--- src/rtl/wb_line_fetcher.sv ---
// Wishbone classic master that moves one cache line as BEATS single-word transfers.
// Define WB_TIMEOUT_EN to abort a burst with resp_err_o when the slave stops acking.
module wb_line_fetcher #(
  parameter int ADDR_WIDTH     = 32,
  parameter int DATA_WIDTH     = 64,
  parameter int LINE_BYTES     = 64,
  parameter int WB_ADDR_WIDTH  = 25,
  parameter int TIMEOUT_CYCLES = 256
) (
  input  logic                         clk_i,
  input  logic                         rst_ni,
  input  logic                         req_valid_i,
  output logic                         req_ready_o,
  input  logic [ADDR_WIDTH-1:0]        req_addr_i,
  input  logic                         req_we_i,
  input  logic [LINE_BYTES*8-1:0]      req_data_i,
  output logic                         resp_valid_o,
  input  logic                         resp_ready_i,
  output logic [LINE_BYTES*8-1:0]      resp_data_o,
  output logic                         resp_err_o,
  output logic [WB_ADDR_WIDTH-1:0]     wb_adr_o,
  output logic [DATA_WIDTH-1:0]        wb_dat_o,
  output logic [DATA_WIDTH/8-1:0]      wb_sel_o,
  output logic                         wb_we_o,
  output logic                         wb_cyc_o,
  output logic                         wb_stb_o,
  input  logic                         wb_ack_i,
  input  logic [DATA_WIDTH-1:0]        wb_dat_i
);

  // state | meaning
  // IDLE  | waiting for a line request, req_ready_o high
  // BUS   | cyc/stb held, one beat completes per ack
  // RESP  | line (or error) presented until resp_ready_i

  localparam int LINE_BITS = LINE_BYTES * 8;
  localparam int BEATS     = LINE_BITS / DATA_WIDTH;
  localparam int WLSB      = $clog2(DATA_WIDTH / 8);
  localparam int OFF       = $clog2(LINE_BYTES);
  localparam int BW        = (BEATS > 1) ? $clog2(BEATS) : 1;
  localparam logic [BW-1:0] LAST_BEAT = BW'(BEATS - 1);

  typedef enum logic [1:0] {IDLE, BUS, RESP} state_t;

  state_t               state;
  logic [BW-1:0]        beat;
  logic [BW-1:0]        beat_next;
  logic [LINE_BITS-1:0] wdata;
  logic [LINE_BITS-1:0] rbuf;
  logic [LINE_BITS-1:0] rbuf_next;
  logic [ADDR_WIDTH-1:0] line_addr;
  logic [ADDR_WIDTH-1:0] word_addr;
  logic                 unused_addr_bits;

  assign line_addr        = {req_addr_i[ADDR_WIDTH-1:OFF], {OFF{1'b0}}};
  assign word_addr        = line_addr >> WLSB;
  assign unused_addr_bits = ^{req_addr_i[OFF-1:0], word_addr[ADDR_WIDTH-1:WB_ADDR_WIDTH]};
  assign beat_next        = beat + 1'b1;
  assign req_ready_o      = (state == IDLE) & rst_ni;

  always_comb begin
    rbuf_next = rbuf;
    rbuf_next[int'(beat)*DATA_WIDTH +: DATA_WIDTH] = wb_dat_i;
  end

`ifdef WB_TIMEOUT_EN
  localparam int TW = (TIMEOUT_CYCLES > 1) ? $clog2(TIMEOUT_CYCLES) : 1;
  localparam logic [TW-1:0] TMR_LOAD = TW'(TIMEOUT_CYCLES - 1);
  logic [TW-1:0] tmr;
`else
  assign resp_err_o = 1'b0;
`endif

  always_ff @(posedge clk_i or negedge rst_ni) begin
    if (!rst_ni) begin
      state        <= IDLE;
      beat         <= '0;
      wdata        <= '0;
      rbuf         <= '0;
      wb_cyc_o     <= 1'b0;
      wb_stb_o     <= 1'b0;
      wb_we_o      <= 1'b0;
      wb_adr_o     <= '0;
      wb_dat_o     <= '0;
      wb_sel_o     <= '0;
      resp_valid_o <= 1'b0;
      resp_data_o  <= '0;
`ifdef WB_TIMEOUT_EN
      resp_err_o   <= 1'b0;
      tmr          <= '0;
`endif
    end else begin
      case (state)
        IDLE: begin
          if (req_valid_i) begin
            wdata    <= req_data_i;
            rbuf     <= '0;
            beat     <= '0;
            wb_cyc_o <= 1'b1;
            wb_stb_o <= 1'b1;
            wb_we_o  <= req_we_i;
            wb_sel_o <= '1;
            wb_adr_o <= word_addr[WB_ADDR_WIDTH-1:0];
            wb_dat_o <= req_data_i[DATA_WIDTH-1:0];
            state    <= BUS;
`ifdef WB_TIMEOUT_EN
            resp_err_o <= 1'b0;
            tmr        <= TMR_LOAD;
`endif
          end
        end
        BUS: begin
          if (wb_ack_i) begin
            if (!wb_we_o) rbuf <= rbuf_next;
`ifdef WB_TIMEOUT_EN
            tmr <= TMR_LOAD;
`endif
            if (beat == LAST_BEAT) begin
              wb_cyc_o     <= 1'b0;
              wb_stb_o     <= 1'b0;
              wb_we_o      <= 1'b0;
              wb_adr_o     <= '0;
              wb_dat_o     <= '0;
              wb_sel_o     <= '0;
              resp_valid_o <= 1'b1;
              resp_data_o  <= wb_we_o ? '0 : rbuf_next;
              state        <= RESP;
            end else begin
              // Address advances with the beat so stb never gaps between words.
              beat     <= beat_next;
              wb_adr_o <= wb_adr_o + WB_ADDR_WIDTH'(1);
              wb_dat_o <= wdata[int'(beat_next)*DATA_WIDTH +: DATA_WIDTH];
            end
          end
`ifdef WB_TIMEOUT_EN
          else if (tmr == '0) begin
            wb_cyc_o     <= 1'b0;
            wb_stb_o     <= 1'b0;
            wb_we_o      <= 1'b0;
            wb_adr_o     <= '0;
            wb_dat_o     <= '0;
            wb_sel_o     <= '0;
            resp_valid_o <= 1'b1;
            resp_data_o  <= '0;
            resp_err_o   <= 1'b1;
            state        <= RESP;
          end else begin
            tmr <= tmr - 1'b1;
          end
`endif
        end
        RESP: begin
          if (resp_ready_i) begin
            resp_valid_o <= 1'b0;
            state        <= IDLE;
          end
        end
        default: state <= IDLE;
      endcase
    end
  end

endmodule

--- config.mk ---
export PLATFORM = sky130hd
export DESIGN_NAME = wb_line_fetcher
export DESIGN_NICKNAME = d
export VERILOG_FILES = /design/src/rtl/wb_line_fetcher.sv
export SDC_FILE = /design/constraint.sdc
export NUM_CORES = 2
export LEC_CHECK = 0
export BUFFER_PORTS_ARGS = -buffer_cell sky130_fd_sc_hd__buf_2
export CAP_MARGIN = 20
export CORE_AREA = 2 2 475 477
export DETAILED_ROUTE_END_ITERATION = 8
export DIE_AREA = 0 0 477 479
export PLACE_DENSITY = 0.49
export SLEW_MARGIN = 10
export SYNTH_ARGS = -nofsm -noshare
export SYNTH_HDL_FRONTEND = slang
export SYNTH_SLANG_ARGS = --single-unit
export TNS_END_PERCENT = 100
--- constraint.sdc ---
create_clock -name clk_i -period 6.8 [get_ports clk_i]
set_input_delay 0.68 -clock clk_i [delete_from_list [all_inputs] [get_ports clk_i]]
set_output_delay 0.68 -clock clk_i [all_outputs]
set_load 0.02 [all_outputs]
==> flow_metrics.env <==
export IMPL_vias=57500
export IMPL_rows=174
export IMPL_gp_congestion=0.898
export IMPL_start_kind="flop"
export IMPL_die_y_um=479
export IMPL_fin_crit_ns=3.76
export IMPL_cp_num_cells=6
export IMPL_placed_area_um2=77400
export IMPL_synthCells=6937
export IMPL_grt_start_max_net_pins=211
export IMPL_ir_worst_vdd_mv=0.291
export IMPL_p_per_area_nw_per_um2=399
export IMPL_hold_start="req_data_i[425]"
export IMPL_cp_common_cell="buf_4"
export IMPL_yosys_area_top_type="dfrtp_1"
export IMPL_yosysWarnings=0
export IMPL_die_area_um2=228000
export IMPL_holdWs_ns=0.0781
export IMPL_outcome="finished clean"
export IMPL_reg2regPathDepth=6
export IMPL_fin_setup_tns_ns=0
export IMPL_synth_edf_count=0
export IMPL_post_cts_resized=0
export IMPL_required_ns=7.53
export IMPL_r2r_start="beat[0]"
export IMPL_boundaryPins=1229
export IMPL_crit_fanout=59
export IMPL_hpwl_um=193000
export IMPL_routed_wl_um=282000
export IMPL_dp_cells=10700
export IMPL_netlist_area_um2=69000
export IMPL_cp_top_family="buffers and inverters"
export IMPL_worst_hold_path_type="in -> reg"
export IMPL_grt_pass1_wl_um=408000
export IMPL_cpPeakStageDelay_ns=0.75
export IMPL_crit_path_top_delay_cell="buf_4"
export IMPL_post_synth_top_area_fraction=0.592
export IMPL_fp_coreArea_um2=224000
export IMPL_hold_end="wdata[425]"
export IMPL_ys_ff_latch=1633
export IMPL_drc=0
export IMPL_drv_slew=0
export IMPL_clkSinkCount=1633
export IMPL_finalHoldViolCount=0
export IMPL_nets=8864
export IMPL_grt_pass1_vias=56900
export IMPL_vias_per_cell=5.03
export IMPL_setup_violations=0
export IMPL_ys_seq_area_frac=0.592
export IMPL_cts_max_level=4
export IMPL_synthArstFlopShare=1.00
export IMPL_grt_setup_unrepaired="no"
export IMPL_cp_data_arrival_time_ns=4.49
export IMPL_cts_tree="yes"
export IMPL_gr_usage_all_layers=0.241
export IMPL_min_path_cells=3
export IMPL_grt_overflow_total=0
export IMPL_port_buffers=1217
export IMPL_ys_flop_type="dfrtp_1"
export IMPL_slew_headroom=0.159
export IMPL_critPathKind="reg -> reg"
export IMPL_dr_pass1_iters=6
export IMPL_root_buffer="clkbuf_16"
export IMPL_reg2reg_setup_slack_ns=3.04
export IMPL_synthTopCellsByCount="nand2_1 (2,442), dfrtp_1 (1,633), o21ai_0 (759), clkbuf_1 (330), a21oi_1 (313)"
export IMPL_worst_clock_skew_ns=0.0614
export IMPL_crit_buf_inv=2
export IMPL_final_cells=11400
export IMPL_antenna_found_initial=97
export IMPL_p_leak_nw=44.1
export IMPL_yosysMostFrequentCell="nand2_1"
export IMPL_clkLatencyLatePin_ns=0.86
export IMPL_clock_path_buffers=3
export IMPL_avgRoutedWirePerCell_um=24.7
export IMPL_final_util=0.392
export IMPL_final_layout_size_suffix_gt1_frac=0.210
export IMPL_synthesis_nets=7557
export IMPL_path_cells="buf_4, buf_4, nand2_1, nor3_1, nand2_4, o21ai_0"
export IMPL_rr_endpoint="rbuf[343]"
export IMPL_fill_cells=22400
export IMPL_synth_area_leaders="dfrtp_1 (59%), nand2_1 (13%), o21ai_0 (5.5%)"
export IMPL_clk_pin_slew_ns=0.06
export IMPL_numCtsBuffers=184
export IMPL_area_growth_pct=26.9
export IMPL_die_w_um=477
export IMPL_drt_iter0_markers=4851
export IMPL_maxCapViolations=0
export IMPL_worst_pin_slew_ns=1.26
export IMPL_endpoint_kind="flop"
export IMPL_ant_nets=0
export IMPL_ys_types=60
export IMPL_initial_core_util=0.309
export IMPL_stdcell_area_um2=87500
export IMPL_timing_fmax_mhz=266
export IMPL_fin_crit_sh=0.553
export IMPL_syn_avg_cell_area_um2=9.95
==> metrics by stage <==
| stage | setup WS, ns | power, mW |
|---|---|---|
| CTS | 2.98 | 35.3 |
| floorplan | 4.38 | 20.6 |
| global route | 2.80 | 36.8 |
| detailed placement | 2.97 | 24.8 |
| finish | 3.04 | 34.9 |
| global placement | 2.99 | 24.6 |
==> cells by family (layout without fill, tap and decap cells) <==
| kind of cell | count (synthesis) | after routing | share of synthesized area |
|---|---|---|---|
| simple gates | 2843 | 2843 | 0.161 |
| flops | 1633 | 1633 | 0.592 |
| compound gates | 1467 | 1467 | 0.126 |
| buf+inv | 581 | 2036 | 0.0373 |
| mux | 406 | 406 | 0.0821 |
| fa+ha+maj | 6 | 6 | 0.00109 |
| other cells | 1 | 51 | 0.0000544 |
==> metal layers <==
layer  vias to the layer above  track usage  share of wire
met3                       505       0.0572          0.068
met2                      1990        0.380           0.46
met4                        68        0.105          0.047
met1                     29000        0.317           0.42
li1                      26000            -              -
met5                         -            0         0.0016
==> flip-flops by register name, indices dropped and copies added (netlist names) <==
| signal | count |
|---|---|
| resp_data_o | 512 |
| wb_adr_o | 25 |
| wdata | 512 |
| wb_sel_o | 1 |
| wb_dat_o | 64 |
| wb_we_o | 1 |
| beat | 3 |
| resp_valid_o | 1 |
| rbuf | 512 |
| state | 2 |
==> cells in the final DEF, fill, tap and decap left out, types with 18 or more instances in the layout <==
master,count
and3_1,69
a21oi_1,313
nand2_1,2436
dlygate4sd3_1,389
mux2i_1,278
nor3_1,21
clkbuf_16,185
nor2_1,241
mux4_2,128
clkbuf_8,47
dfrtp_1,1632
o21ai_0,759
diode_2,50
buf_4,65
o211ai_1,63
clkbuf_1,47
buf_2,1216
clkinv_2,27
buf_12,18
a22o_1,277
==> report_power, final <==
part	leakage, nW	switching, mW	internal, mW
sequential	21.8	1.55	12.1
combinational	19.2	7.00	4.06
clock	3.03	4.31	5.89
total	44.1	12.9	22.1
==> worst min-delay path, cell delays in order <==
cell	delay (ns)
buf_2	0.08
nand2_1	0.06
nand2_1	0.06
==> worst max-delay path by stage <==
stage                        from      endpoint  slack, ns
after floorplan           beat[0]     rbuf[260]       4.38
after global placement    beat[0]  wb_dat_o[14]       2.99
after detailed placement  beat[0]     rbuf[343]       2.97
after CTS                 beat[0]     rbuf[343]       2.98
after global routing      beat[0]  wb_dat_o[15]       2.80
final                     beat[0]     rbuf[343]       3.04
==> repair_timing <==
| item | CTS | global route |
|---|---|---|
| endpoints found under the hold margin | 458 | 0 |
| setup buffers | 0 | 0 |
| hold buffers | 389 | 0 |
==> layout make-up <==
cell class	instances	area, um^2	area share
diodes	50	125	0.00143
clock buffers	279	5450	0.0623
clock inverters	55	721	0.00823
inverters	13	48.8	0.000557
multi-input cells	4723	25700	0.294
flip-flops and latches	1633	40900	0.467
well taps	2992	3740	0.0428
repair buffers	1689	10800	0.124
No activity file was read; power rests on OpenSTA's default activity.
